**config.mk**
```make
export PLATFORM = sky130hd
export DESIGN_NAME = alu_arbiter
export DESIGN_NICKNAME = d
export VERILOG_FILES = /design/src/rtl/alu_arbiter.sv
export SDC_FILE = /design/constraint.sdc
export NUM_CORES = 1
export LEC_CHECK = 0
export CAP_MARGIN = 20
export CELL_PAD_IN_SITES_DETAIL_PLACEMENT = 0
export CELL_PAD_IN_SITES_GLOBAL_PLACEMENT = 1
export CORE_ASPECT_RATIO = 1.75
export CORE_MARGIN = 2
export CORE_UTILIZATION = 33
export DETAILED_ROUTE_END_ITERATION = 10
export GPL_TIMING_DRIVEN = 0
export PLACE_DENSITY = 0.8
export RECOVER_POWER = 25
export SLEW_MARGIN = 10
export SYNTH_ARGS = -nofsm -noshare
export SYNTH_HDL_FRONTEND = slang
export SYNTH_SLANG_ARGS = --single-unit
```
**constraint.sdc**
```tcl
create_clock -name clk -period 2.5 [get_ports clk]
set_input_delay 0.375 -clock clk [delete_from_list [all_inputs] [get_ports clk]]
set_output_delay 0.375 -clock clk [all_outputs]
set_load 0.01 [all_outputs]
```
**src/rtl/alu_arbiter.sv**
```systemverilog
// Two-requester arbiter that shares one external ALU. A round-robin grant is
// issued from IDLE. The winning operation then goes through LOAD, EXEC and
// CAPTURE, and ends with a one-cycle done pulse on the owner's port.
// An op code of 000 is rejected with an err pulse and never reaches the ALU.
module alu_arbiter #(
   parameter int unsigned EXEC_CYCLES = 1
) (
   input  logic       clk,
   input  logic       reset_n,
   input  logic       req0_valid,
   input  logic       req1_valid,
   input  logic [2:0] req0_op,
   input  logic [2:0] req1_op,
   input  logic [7:0] req0_a,
   input  logic [7:0] req0_b,
   input  logic [7:0] req1_a,
   input  logic [7:0] req1_b,
   output logic       req0_grant,
   output logic       req1_grant,
   output logic       req0_done,
   output logic       req1_done,
   output logic       req0_err,
   output logic       req1_err,
   output logic [7:0] resp_result,
   output logic       resp_zero,
   output logic       resp_slt,
   output logic [2:0] alu_ctrl,
   output logic [7:0] alu_a,
   output logic [7:0] alu_b,
   input  logic [7:0] alu_result,
   input  logic       alu_zero,
   input  logic       alu_slt
);

   typedef enum logic [2:0] {StIdle, StLoad, StExec, StCapture, StDone} state_e;

   // Remaining EXEC cycles after the first one.
   localparam logic [2:0] ExecLast = 3'(EXEC_CYCLES - 1);

   state_e     state_q;
   logic       rr_q;      // requester that wins when both are valid
   logic       owner_q;   // requester of the op in flight
   logic [2:0] op_q;
   logic [2:0] cnt_q;
   logic [1:0] done_q;
   logic [1:0] err_q;
   logic [2:0] alu_ctrl_q;
   logic [7:0] alu_a_q;
   logic [7:0] alu_b_q;
   logic [7:0] resp_result_q;
   logic       resp_zero_q;
   logic       resp_slt_q;

   logic       any_valid;
   logic       pick1;
   logic       gnt;
   logic [2:0] sel_op;
   logic [7:0] sel_a;
   logic [7:0] sel_b;

   // Arbitration. The grant is visible in the same IDLE cycle in which op
   // and operands are sampled. It is gated by reset_n so that no grant can
   // leak out while the block is held in reset.
   always_comb begin
      any_valid  = req0_valid | req1_valid;
      pick1      = (req0_valid & req1_valid) ? rr_q : req1_valid;
      sel_op     = pick1 ? req1_op : req0_op;
      sel_a      = pick1 ? req1_a : req0_a;
      sel_b      = pick1 ? req1_b : req0_b;
      gnt        = reset_n & (state_q == StIdle) & any_valid;
      req0_grant = gnt & ~pick1;
      req1_grant = gnt & pick1;
   end

   // Operation sequencer. Every output except the grant is a register.
   always_ff @(posedge clk or negedge reset_n) begin
      if (!reset_n) begin
         state_q       <= StIdle;
         rr_q          <= 1'b0;
         owner_q       <= 1'b0;
         op_q          <= 3'b000;
         cnt_q         <= 3'd0;
         done_q        <= 2'b00;
         err_q         <= 2'b00;
         alu_ctrl_q    <= 3'b000;
         alu_a_q       <= 8'h00;
         alu_b_q       <= 8'h00;
         resp_result_q <= 8'h00;
         resp_zero_q   <= 1'b0;
         resp_slt_q    <= 1'b0;
      end else begin
         done_q <= 2'b00;
         err_q  <= 2'b00;
         unique case (state_q)
            StIdle: begin
               if (any_valid) begin
                  owner_q <= pick1;
                  rr_q    <= ~pick1;
                  op_q    <= sel_op;
                  if (sel_op == 3'b000) begin
                     // Reuse DONE as the one-cycle err slot. The ALU bus is left untouched.
                     err_q   <= {pick1, ~pick1};
                     state_q <= StDone;
                  end else begin
                     alu_a_q <= sel_a;
                     alu_b_q <= sel_b;
                     state_q <= StLoad;
                  end
               end
            end
            StLoad: begin
               alu_ctrl_q <= op_q;
               cnt_q      <= ExecLast;
               state_q    <= StExec;
            end
            StExec: begin
               if (cnt_q == 3'd0) begin
                  alu_ctrl_q <= 3'b000;
                  state_q    <= StCapture;
               end else begin
                  cnt_q <= cnt_q - 3'd1;
               end
            end
            StCapture: begin
               resp_result_q <= alu_result;
               resp_zero_q   <= alu_zero;
               resp_slt_q    <= alu_slt;
               done_q        <= {owner_q, ~owner_q};
               state_q       <= StDone;
            end
            StDone: begin
               state_q <= StIdle;
            end
            default: begin
               state_q <= StIdle;
            end
         endcase
      end
   end

   assign req0_done   = done_q[0];
   assign req1_done   = done_q[1];
   assign req0_err    = err_q[0];
   assign req1_err    = err_q[1];
   assign alu_ctrl    = alu_ctrl_q;
   assign alu_a       = alu_a_q;
   assign alu_b       = alu_b_q;
   assign resp_result = resp_result_q;
   assign resp_zero   = resp_zero_q;
   assign resp_slt    = resp_slt_q;

endmodule

```
### After elaboration in Yosys (flattened, before gate mapping)

Index checks and enable logic that the tools add are counted.

* flip-flop bits (word level): 44

* mux-type cells: 16
* reduce and logical (&&, ||, !) cells: 9
* $add $sub $neg: 1
* equal/unequal tests: 6
* bitwise gates (word level): 9

Operator list (count)
* $mux W3: 6
* $mux W8: 2
* $pmux W3 S2: 2
* $pmux W3 S4: 1
* $logic_not A3 Y1: 3
* $mux W2: 4
* $reduce_and A2 Y1: 4
* $eq A3 B2 Y1 const B: 2
* $ne A2 B2 Y1 const B: 3
* $and A1 B1 Y1: 5
* $eq A3 B1 Y1 const B: 1
* $not A1 Y1: 3
* $reduce_and A3 Y1: 1
* $sub A3 B1 Y3 const B: 1
* $reduce_bool A2 Y1: 1
* $mux W1: 1
* $or A1 B1 Y1: 1

### Longest topological paths before layout

* word-level depth: 7
* gate-level depth with buffers: 6

### Worst setup path after synthesis

Ideal clock, no wire load.

* path kind: reg-to-reg
* start point: register state_q[1]
* end point: register alu_a_q[0] (netlist: alu_a[0])
* setup time: 0.125 ns
* path slack: 0.545 ns
* cell stages (with the launch flop): 7
* arrival: 1.830 ns
* clock period less this slack: 1.955 ns
* buffers on the path: 2
* cells stage by stage: dfrtp_1 -> o21bai_2 -> or3_1 -> buf_6 -> nor3_4 -> buf_12 -> mux2_4

* word-level cells in the longest chain between the ends: 2

RTL lines
* from (decl): line 40 `state_e state_q;`
* from (signal assigned): line 78 `state_q <= StIdle;`
* from (signal assigned): line 103 `state_q <= StDone;`
* from (signal assigned): line 107 `state_q <= StLoad;`
* $logic_not A3 Y1: line 94 `unique case (state_q)`
* $reduce_and A3 Y1 (no line)
* to (signal assigned): line 105 `alu_a_q <= sel_a;`
* to (decl): line 48 `logic [7:0] alu_a_q;`

Every way passes these cells.
A chain may end at the register's enable or synchronous reset.

### Worst setup path in the final report

* start point: register state_q[1]
* end point: output port req0_grant

* word-level cells in the longest chain between the ends: 4

RTL lines
* $logic_not A3 Y1: line 70 `gnt = reset_n & (state_q == StIdle) & any_valid;`
* $and A1 B1 Y1 (2 in a row): line 70
* $and A1 B1 Y1: line 71 `req0_grant = gnt & ~pick1;`
* to (decl): line 18 `output logic req0_grant,`

Every way passes these cells.

==> out/results.ini <==
[status]
outcome=finished with violations
violations=hold timing

[sta]
tightest_slew_ns=1.47
drv_slew=0
finalCritPeriodShare_pct=93.0
slew_headroom_pct=2.14
hold_ws_ns=-0.00869
fin_crit_ns=2.32
finalSetupViolations=0
max_freq_mhz=430
rsz0062_at_grt=false
hold_viol_final=4
fin_skew_ns=0.00926

[synthesis]
ys_top_cells_by_area=dfrtp_1 (52%), mux2_2 (17%), mux2_4 (7.1%)
yosysTopAreaCellShare_pct=52.2
synth_commonest_cells=dfrtp_1 (44), mux2_2 (32), nand2_1 (14)
ys_seq_elements=44
syn-cell-area_mm2=0.00211
synth_cells=166
synth_top_cell_by_area=dfrtp_1
ys_types=29
syn-num-nets=220
ys.flop_type=dfrtp_1
async_reset_ff_share_pct=100
yosysMostFrequentCell=dfrtp_1
yosys_warnings=0
avgSynthCellArea_um2=12.7
synth_edf_count=0
yosysSeqAreaShare_pct=52.2

[global_route]
track_usage_pct=14.5
grtUsageMet3_pct=3.28
grt_pass1_wl_mm=7.81
grt_pass1_vias=1659
grt_util_met2_pct=27.3
grt_max_degree=28
antenna_found_initial=0
top_usage_layer=met2
grt_overflow=0
grt_util_met1_pct=15.0

[detailed_routing]
drtAntennaViolNets=0
routed_wl_mm=4.85
drt-initial-drc-count=38
routed-via-count=1612
wl_per_cell_um=14.2
first_pass_iters=3
viasPerCell=4.71
route.detailed.drc=0

[cts]
cts_buffers=5
cts_root_buf=clkbuf_8
cts_tree=done
clkSinkCount=44
clk_latency_ns=0.30
clockBufferDepth=2
cts_max_level=2
clk_pin_slew_worst_paths_ns=0.09

[setup_path]
crit_slowest_cell=clkdlybuf4s50_1
critPathMaxFanout=4
worstRegToRegCells=6
r2r_start=state_q[2]$_DFFE_PN0P_
crit_arrival_ns=1.95
path_cells=o21bai_2 -> nor3_4 -> nand2_1 -> a21oi_1 -> clkdlybuf4s50_1
cp-end-kind=output pin
critical_path_required_ns=2.12
rr_endpoint=alu_a[1]$_DFFE_PN0P_
criticalPathCategory=register to output pin
r2r_setup_slack_ns=0.29
startpoint_type=register
max_stage_delay_ns=0.56

[power_and_ir_drop]
finalPower_w=0.00351
ir_drop_mv=0.508
p_per_area_mw_per_mm2=1090
p_leak_nw=1.36

[placed_design]
gp_congestion=0.770
dp_hpwl_mm=3.81
port_buffers=86

[finish]
fin_util_pct=52.0
n_fill_cell=573
num-nets-final=315
syn2layout_area_growth_pct=52.3
antenna_cells=0
drive_gt1_share_pct=24.0

[floorplanning]
coreArea_mm2=0.00618
pin_count=87
rows=38
dieHeight_um=110
die_area_mm2=0.00708
start_util_pct=34.1
die_x_um=64.5

[min_path]
hold_path.class=input port to asynchronous set/reset pin

[job]
maxCapViolations=0

final cells by class:
class	instances	area [um^2]	area share, %
plain buffers	8	56.3	1.75
clock buffers	5	68.8	2.14
clock inverters	3	46.3	1.44
inverters	4	15.0	0.467
multi-input cells	110	960	29.8
flip-flops and latches	44	1100	34.2
well taps	80	100	3.11
repair buffers	88	868	27.0
kinds of logic after synthesis:
group | count (synthesis) | share of synthesized area [%]
fa+ha+maj | 2 | 1.19
compound gates | 25 | 8.36
flops | 44 | 52.2
buf+inv | 12 | 3.26
mux | 46 | 26.1
xor+xnor | 1 | 0.415
simple gates | 36 | 8.54
critical path: cells and delay by family, from the launching register on:
| kind | cells | cell delay [ns] |
|---|---|---|
| buf+inv | 1 | 0.56 |
| flops | 1 | 0.40 |
| compound gates | 2 | 0.38 |
| simple gates | 2 | 0.30 |
registers in the layout (all words and copies together) (netlist names):
name and count:
alu_a 8, alu_b 8, alu_ctrl 3, cnt_q 3
done_q 2, err_q 2, op_q 3, owner_q 1
resp_result 8, resp_slt 1, resp_zero 1, rr_q 1
state_q 3
worst max path at each step:
stage	startpoint	end	slack, ns	cells past startpoint
floorplan	state_q[1]$_DFFE_PN0P_	alu_a[0]$_DFFE_PN0P_	0.54	6
global placement	reset_n	req0_grant	-1.18	4
detailed placement	req1_valid	req0_grant	-0.27	6
CTS	req0_valid	req1_grant	0.01	6
global route	state_q[2]$_DFFE_PN0P_	req0_grant	0.04	5
finish	state_q[1]$_DFFE_PN0P_	req0_grant	0.18	5
through the flow:
stage,cells,setup TNS (ns),area (um^2),setup WS (ns)
floorplan,166,0,2110,0.545
global placement,332,-12.90,3070,-1.18
detailed placement,333,-2.70,3090,-0.274
CTS,342,0,3230,0.0118
global route,342,0,3220,0.0408
finish,342,0,3220,0.176
placed cells by master (no fill, tap or decap), drive strengths merged:
cell           instances
o31a                   1
a32oi                  1
a2111oi                1
inv                    5
dlymetal6s2s           1
clkdlybuf4s50         83
mux2                  42
bufinv                 1
o21bai                 1
dlygate4sd2            1
nor2b                  3
a31oi                  1
nand2                 14
clkbuf                11
a21oi                  6
xnor2                  1
nand2b                 3
buf                    5
or3                    1
nor2                   7
and3                   2
o22ai                  4
mux2i                  4
o21ai                  8
a22o                   2
dfrtp                 44
clkinvlp               1
and2                   2
ha                     2
nor3                   4
routing by layer:
layer	routed length (um)	share of wire [%]
met1	1760	36
met2	2780	57
met3	194	4.0
met4	117	2.4
met5	0	0
repair_timing:
item | 4_1_cts | 5_1_grt
pin swaps | 1 | 0
setup buffers | 1 | 0
setup endpoints to repair | 2 | 2
hold endpoints to repair | 0 | 0
hold buffers | 0 | 0
gates resized for setup | 6 | 2
power breakdown:
part	switching (W)	leakage [nW]	internal [W]	total, W
Clock	0.000253	0.0548	0.000301	0.000554
Sequential	0.000161	0.538	0.00103	0.00119
Combinational	0.000704	0.772	0.00106	0.00177
(Power assumes the default switching activity.)
